File: src/rtl/serial_frame_buffer.sv
// Bit-serial pixel receiver that packs MSB-first pixels into a two-bank ping-pong
// frame store, with a random-access registered read port on the released bank.
module serial_frame_buffer #(
  parameter int PIXEL_BITS   = 1,
  parameter int FRAME_PIXELS = 784,
  parameter int ADDR_W       = 10,
  parameter int CNT_W        = 16
) (
  input  logic                  clk,
  input  logic                  rst,
  input  logic                  pixel_bit,
  input  logic                  pixel_bit_valid,
  output logic                  pixel_bit_ready,
  input  logic                  frame_sync,
  output logic                  frame_ready,
  input  logic                  frame_release,
  input  logic [ADDR_W-1:0]     rd_addr,
  output logic [PIXEL_BITS-1:0] rd_data,
  output logic                  rd_bank,
  output logic [CNT_W-1:0]      frames_accepted,
  output logic                  sync_drop
);

  localparam int BIT_W     = (PIXEL_BITS > 1) ? $clog2(PIXEL_BITS) : 1;
  localparam int MEM_DEPTH = 2 * FRAME_PIXELS;
  localparam int MEM_AW    = $clog2(MEM_DEPTH);
  localparam logic [BIT_W-1:0]  BIT_LAST  = BIT_W'(PIXEL_BITS - 1);
  localparam logic [ADDR_W-1:0] PIX_LAST  = ADDR_W'(FRAME_PIXELS - 1);
  localparam logic [ADDR_W:0]   FRAME_LIM = (ADDR_W + 1)'(FRAME_PIXELS);
  localparam logic [MEM_AW-1:0] BANK1_OFS = MEM_AW'(FRAME_PIXELS);

  typedef enum logic [0:0] {ST_FILL, ST_STALL} state_t;

  state_t                  state_reg;
  logic [1:0]              full_reg;
  logic [1:0]              full_next;
  logic                    wbank_reg;
  logic                    rd_bank_reg;
  logic [BIT_W-1:0]        bit_cnt_reg;
  logic [ADDR_W-1:0]       pix_cnt_reg;
  logic [CNT_W-1:0]        frames_reg;
  logic                    sync_drop_reg;
  logic [PIXEL_BITS-1:0]   rd_data_reg;
  logic [PIXEL_BITS-1:0]   wr_pixel;
  logic [PIXEL_BITS-1:0]   mem [MEM_DEPTH];

  logic                    sync_eff;
  logic                    accept;
  logic                    bit_last;
  logic                    pix_last;
  logic                    wr_en;
  logic                    frame_done;
  logic                    rel_eff;
  logic                    rd_in_range;
  logic [MEM_AW-1:0]       wr_idx;
  logic [MEM_AW-1:0]       rd_idx;

  // A bank being written is never full, so readiness depends only on the write bank flag.
  assign pixel_bit_ready = ~full_reg[wbank_reg];
  assign sync_eff        = frame_sync & pixel_bit_ready;
  assign accept          = pixel_bit_valid & pixel_bit_ready & ~frame_sync;
  assign bit_last        = (bit_cnt_reg == BIT_LAST);
  assign pix_last        = (pix_cnt_reg == PIX_LAST);
  assign wr_en           = accept & bit_last;
  assign frame_done      = wr_en & pix_last;
  assign rel_eff         = frame_release & full_reg[rd_bank_reg];

  assign wr_idx      = wbank_reg ? (BANK1_OFS + MEM_AW'(pix_cnt_reg)) : MEM_AW'(pix_cnt_reg);
  assign rd_idx      = rd_bank_reg ? (BANK1_OFS + MEM_AW'(rd_addr)) : MEM_AW'(rd_addr);
  assign rd_in_range = ({1'b0, rd_addr} < FRAME_LIM);

  assign frame_ready     = full_reg[rd_bank_reg];
  assign rd_data         = rd_data_reg;
  assign rd_bank         = rd_bank_reg;
  assign frames_accepted = frames_reg;
  assign sync_drop       = sync_drop_reg;

  // Release is applied first so a completion onto the same bank leaves it full.
  always_comb begin
    full_next = full_reg;
    if (rel_eff) begin
      full_next[rd_bank_reg] = 1'b0;
    end
    if (frame_done) begin
      full_next[wbank_reg] = 1'b1;
    end
  end

  generate
    if (PIXEL_BITS == 1) begin : g_direct
      assign wr_pixel = pixel_bit;
    end else begin : g_shift
      logic [PIXEL_BITS-2:0] sh_reg;
      assign wr_pixel = {sh_reg, pixel_bit};
      always_ff @(posedge clk or posedge rst) begin
        if (rst) begin
          sh_reg <= '0;
        end else if (accept) begin
          sh_reg <= wr_pixel[PIXEL_BITS-2:0];
        end
      end
    end
  endgenerate

  always_ff @(posedge clk or posedge rst) begin
    if (rst) begin
      state_reg     <= ST_FILL;
      full_reg      <= 2'b00;
      wbank_reg     <= 1'b0;
      rd_bank_reg   <= 1'b0;
      bit_cnt_reg   <= '0;
      pix_cnt_reg   <= '0;
      frames_reg    <= '0;
      sync_drop_reg <= 1'b0;
    end else begin
      full_reg      <= full_next;
      sync_drop_reg <= sync_eff & ((pix_cnt_reg != '0) | (bit_cnt_reg != '0));

      if (rel_eff) begin
        rd_bank_reg <= ~rd_bank_reg;
      end

      if (sync_eff) begin
        bit_cnt_reg <= '0;
        pix_cnt_reg <= '0;
      end else if (accept) begin
        if (bit_last) begin
          bit_cnt_reg <= '0;
          if (pix_last) begin
            pix_cnt_reg <= '0;
            wbank_reg   <= ~wbank_reg;
            frames_reg  <= frames_reg + 1'b1;
          end else begin
            pix_cnt_reg <= pix_cnt_reg + 1'b1;
          end
        end else begin
          bit_cnt_reg <= bit_cnt_reg + 1'b1;
        end
      end

      if (frame_done) begin
        state_reg <= full_next[~wbank_reg] ? ST_STALL : ST_FILL;
      end else if ((state_reg == ST_STALL) && !full_reg[wbank_reg]) begin
        state_reg <= ST_FILL;
      end
    end
  end

  always_ff @(posedge clk) begin
    if (wr_en) begin
      mem[wr_idx] <= wr_pixel;
    end
  end

  always_ff @(posedge clk or posedge rst) begin
    if (rst) begin
      rd_data_reg <= '0;
    end else if (rd_in_range) begin
      rd_data_reg <= mem[rd_idx];
    end else begin
      rd_data_reg <= '0;
    end
  end

endmodule

File: config.mk
export PLATFORM = sky130hd
export DESIGN_NAME = serial_frame_buffer
export DESIGN_NICKNAME = d
export VERILOG_FILES = /design/src/rtl/serial_frame_buffer.sv
export SDC_FILE = /design/constraint.sdc
export NUM_CORES = 2
export LEC_CHECK = 0
export BUFFER_PORTS_ARGS = -buffer_cell sky130_fd_sc_hd__buf_2
export CORE_AREA = 2 2 420 422
export DETAILED_ROUTE_END_ITERATION = 8
export DIE_AREA = 0 0 422 424
export PLACE_DENSITY = 0.52
export SYNTH_ARGS = -nofsm -noshare
export SYNTH_HDL_FRONTEND = slang
export SYNTH_SLANG_ARGS = --single-unit
File: constraint.sdc
create_clock -name clk -period 3.5 [get_ports clk]
set_clock_uncertainty 0.15 [all_clocks]
set_input_delay 0.7 -clock clk [delete_from_list [all_inputs] [get_ports clk]]
set_output_delay 0.7 -clock clk [all_outputs]
set_load 0.01 [all_outputs]
== Yosys cells after proc, flatten, opt, wreduce, memory -nomap -nowiden ==
Memory sizes are Yosys's and may differ from the RTL's.
Index checks and enable logic that the tools add are counted.
Widths: inputs -> output; s select.

* Reductions and logical operators: 6
* Equality and inequality tests: 2
* $add $sub $neg: 5
* Bitwise operators: 17
* $lt $le $gt $ge: 5
* Muxes and demuxes: 22

{| class="wikitable"
|+ Operator list
! cell !! number
|-
| $mux 10 || 4
|-
| $add 10x10->11 const A || 2
|-
| $mux 11 || 2
|-
| $add 16x1->16 const B || 1
|-
| $mux 1 || 12
|-
| $add 10x1->10 const B || 1
|-
| $eq 10x10->1 const B || 1
|-
| $lt 10x10->1 const B || 1
|-
| $reduce_bool 10->1 || 1
|-
| $and 1x1->1 || 7
|-
| $not 1->1 || 6
|-
| $lt 1x2->1 const B || 2
|-
| $mux 2 || 2
|-
| $reduce_and 4->1 || 1
|-
| $and 2x2->2 || 1
|-
| $demux 1 s1 || 2
|-
| $ge 1x1->1 const B || 2
|-
| $logic_and 1x1->1 || 2
|-
| $ne 2x1->1 const B || 1
|-
| $not 2->2 || 1
|-
| $or 2x2->2 || 1
|-
| $reduce_and 2->1 || 1
|-
| $reduce_bool 2->1 || 1
|-
| $add 1x1->1 const B || 1
|-
| $or 1x1->1 || 1
|}

* Memory bits (writable): 1,568
* Flip-flop bits (word level): 33
* Logic and storage cells: 66
* Output and inout bits: 21
* Input port bits: 16
* Memories kept: 1

{| class="wikitable"
|+ Memories
! memory !! depth !! bits a word !! read ports !! clocked after Yosys merged registers in !! write ports !! RTL line !! RTL
|-
| mem || 1,568 || 1 || 1 || 0 || 1 || 45 || <nowiki>logic [PIXEL_BITS-1:0] mem [MEM_DEPTH];</nowiki>
|}

== Logic depth before layout (Yosys ltp) ==
* Word-level depth: 9
* Gate-level depth with buffers: 14
* Depth with buffers taken out: 10

== Worst setup path after synthesis ==
Ideal clock, no wire load.

* Path type: input to register
* Start: input port rd_addr[1]
* End: register rd_data_reg, in the netlist rd_data
* Required time: 3,224 ps
* Path buffers: 4
* Path slack: 58 ps
* Library setup time: 126 ps
* Arrival time: 3,167 ps
* Stages: 11
* Cells stage by stage: buf_2 buf_4 buf_4 clkbuf_1 mux4_2 mux4_2 a22oi_1 o32ai_1 a2111oi_2 a31oi_1 o311a_1

* Longest elaborated chain between the ends: 4
* Elaborated cells between the ends (all ways): 5
* Those cells by class: 1 x add/sub; 1 x order compare; 2 x mux; 1 x memory

{| class="wikitable"
|+ RTL lines
! item !! RTL line !! RTL
|-
| start, declared || 17 || <nowiki>input logic [ADDR_W-1:0] rd_addr,</nowiki>
|-
| $add 10x10->11 || 69 || <nowiki>assign rd_idx = rd_bank_reg ? (BANK1_OFS + MEM_AW'(rd_addr)) : MEM_AW'(rd_addr);</nowiki>
|-
| $mux 11 || 69 ||
|-
| $mem_v2 1568x1 || - ||
|-
| $mux 1 * || 158 || <nowiki>end else if (rd_in_range) begin</nowiki>
|-
| end signal, assigned || 159 || <nowiki>rd_data_reg <= mem[rd_idx];</nowiki>
|-
| end, declared || 43 || <nowiki>logic [PIXEL_BITS-1:0] rd_data_reg;</nowiki>
|}

Every way passes the cells marked *; elsewhere a longest branch is shown, timed or not.
A chain may end at the register's enable or synchronous reset.

== Worst setup path in the final report ==
* Start: register rd_bank_reg, in the netlist rd_bank
* End: register rd_data_reg, in the netlist rd_data

* Longest elaborated chain between the ends: 3

{| class="wikitable"
|+ RTL lines
! item !! RTL line !! RTL
|-
| start, declared || 38 || <nowiki>logic rd_bank_reg;</nowiki>
|-
| start signal, assigned || 120 || <nowiki>rd_bank_reg <= ~rd_bank_reg;</nowiki>
|-
| $mux 11 || 69 ||
|-
| $mem_v2 1568x1 || - ||
|-
| $mux 1 || 158 ||
|}

Every way passes these cells.

==> run metrics <==
first-pass GRT wire length=303000 µm; Yosys Warn Count=0; outcome=completed; count of flip-flops with a built-in enable after synthesis=1568; Worst Setup End Kind=register; CP Data Required Time=4.05 ns; clk root buf=clkbuf_16; mapped cell area=0.0695 mm²; Hold Path Sink=pix_cnt_reg[4]; Buffers on Ports=36; worst path bufs/invs=3; CP peak stage delay=0.56 ns; HPWL Detailed=117000 µm; CP max stage cell=mux4_2; pwr dens=509 mW/mm²; worst skew pair latency=0.82 ns; Min Clock Period, post-route=3.41 ns; Worst IR Drop VDD=0.000357 V; Routed WL=212000 µm; initial antenna violation count=8; CTS tree=built; fin. max-slew vios=0; Slew Limit Headroom=18.2%; Die Y-Extent=424 µm; Final nets=4883; RSZ-0062 raised after global routing=false; Hold Path Depth=3; Layout area overhead=15.7%; Worst Tran Pin Value=1.22 ns; clk buf depth=3; DRC Markers=0; largest net degree at the start of global routing=157; Post-Syn Nets=4727; DP Area=0.0750 mm²; ys async rst share=2.00%; Post-Syn Area per Cell=14.8 µm²; DIE AREA=0.179 mm²; Initial Util=39.7%; Crit path max-delay family=compound AO/OA/AOI/OAI gates; Max Cap Viol=0; type of the worst min-delay path=primary input to register; number of synthesized register bits=1600; worst-path maximum fanout=9; DR iter-0 viols=5123; CP arrival=3.96 ns; vias in the first global route=41600; Critical R2R Launch=rd_bank; DR vias=41800; grt ovf=0; Seq/Total Area, Yosys=68.9%; Reg clk slew, reported paths=0.06 ns; critical path class=register to register; Final setup viols=0; critical path cell sequence=buf_12, xor2_4, buf_4, buf_4, mux4_2, nor2b_1, a2111oi_0, a31oi_1, nand4_1, o211ai_1, o311a_1; Cell variety after synth=65; all-layer global routing usage=23.7%; Sink Count=1600; Util after Layout=45.9%; ys flop type=edfxtp_1; Core ar.=0.175 mm²; Reg2Reg Setup Slack=0.09 ns; worst hold margin=0.0686 ns; post-route design area=0.0804 mm²; die width=422 µm; IO Count=37; DR WL/cell=28.9 µm; Worst Reg-to-Reg Cells=11; worst hold path startpoint=pixel_bit_valid; Fin. Hold Viols=0; Post-Synthesis Cells=4702; Post-CTS Setup Inserts=0; Routed Antenna Nets=0; leak pwr=0.0249 µW; Largest register FFs=1568; worst r2r dst=rd_data; layout cell share with drive strength beyond 1=23.4%; CTS Buf Count=172; GPL Wtd Cong=0.789; Worst Setup Start Kind=register; # H-tree levels=4; cell seen most often among critical-path stages=buf_4; num rows=154; Final Cycle Share=97.5%; Max Clk Rate=293 MHz; Via density=5.70; TritonRoute pass-1 iters=5
[layer usage]
layer | part of all wire (%) | track usage [%]
met5 | 0.0066 | 0
met4 | 2.3 | 6.30
met2 | 48 | 37.8
met1 | 43 | 33.7
met3 | 7.5 | 4.09
[cell usage after synthesis, types with 3 or more instances]
cell type	instances	area (µm²)
buf_2	27	135
a31oi_1	10	62.6
mux2_2	11	124
o221ai_1	7	61.3
dfrtp_1	32	801
mux2i_1	31	310
ha_1	9	113
clkbuf_1	264	991
a311oi_1	4	35.0
o211ai_1	9	67.6
nor3b_1	3	22.5
mux4_2	443	9980
a22o_1	3	26.3
nor2_1	1617	6070
a21oi_1	24	120
o22ai_1	8	50.1
nand3b_1	3	22.5
nor3_1	19	95.1
nand3_1	33	165
buf_6	20	225
nor4_1	4	25.0
and2_1	7	43.8
o2111ai_1	3	26.3
buf_4	38	285
o41ai_1	3	26.3
inv_1	16	60.1
nand2_1	209	785
buf_1	107	402
a2111oi_0	5	43.8
o21ai_0	21	105
edfxtp_1	1568	47100
o31ai_1	5	37.5
and3_1	14	87.6
a211oi_1	8	60.1
nand2b_1	7	43.8
a22oi_1	14	105
a311o_1	4	40.0
xnor2_1	18	158
nor2b_1	9	56.3
xor2_1	10	87.6
nand4_1	24	150
[where the power goes]
part           total [µW]  switching, µW  internal (µW)
sequential          21100           21.7          21000
clock               17700           7670           9990
combinational        2210           1290            917
[cell families after synthesis]
kind of cell | Yosys count | synth area share [%]
and+or+nand+nor | 1959 | 11.0
DFF | 1600 | 68.9
muxes | 485 | 15.0
buffers and inverters | 472 | 3.02
AOI/OAI and AO/OA | 149 | 1.52
xor gates and xnor gates | 28 | 0.353
adders and majority gates | 9 | 0.162
[worst min-delay path, stage by stage]
cell,delay [ns]
buf_2,0.14
nand3_1,0.09
o41ai_1,0.07
[stage by stage]
step,setup TNS [ns],worst slack [ns],power [µW],cells
global placement,-0.791,-0.791,23700,7022
detailed placement,-0.746,-0.746,23700,7022
global route,0,0.00876,42100,7337
finish,0,0.0864,40900,7339
CTS,0,0.0503,41300,7337
floorplan,0,0.0575,22500,4702
[final cells by class]
type                            instances  area [µm²]
Timing Repair Buffer                  438        4360
Multi-Input combinational cell       2630       19800
Tap cell                             2340        2930
Clock inverter                         99         846
Antenna cell                            3        7.51
Clock buffer                          213        4520
Inverter                               16        60.1
Sequential cell                      1600       47900
Fill cell                           15700       94600
[timing repair]
| action | CTS | global route |
|---|---|---|
| endpoints found under the hold margin | 15 | 0 |
| endpoints found under the setup margin | 1 | 1 |
| resized for setup | 4 | 2 |
| pin swaps | 0 | 1 |
| hold buffers | 3 | 0 |
[layout by cell type (no fill, tap or decap), types with 31 or more instances in the layout]
| cell | n |
|---|---|
| nor2_1 | 1615 |
| edfxtp_1 | 1568 |
| mux4_2 | 443 |
| buf_4 | 311 |
| nand2_1 | 177 |
| clkbuf_16 | 175 |
| buf_12 | 89 |
| clkinv_1 | 39 |
| clkbuf_1 | 38 |
| nand3_1 | 33 |
| nand2_4 | 32 |
| clkinv_2 | 32 |
| dfrtp_1 | 31 |
| buf_2 | 31 |
[worst max-delay path by stage]
stage               startpoint       to  slack [ns]  depth (start not counted)
floorplan           rd_addr[1]  rd_data        0.06                         11
global placement    rd_addr[4]  rd_data       -0.79                         11
detailed placement  rd_addr[4]  rd_data       -0.75                         12
CTS                    rd_bank  rd_data        0.05                         11
global route           rd_bank  rd_data       0.009                         11
finish                 rd_bank  rd_data        0.09                         11
Note: power is estimated with default switching activity, not from simulation.
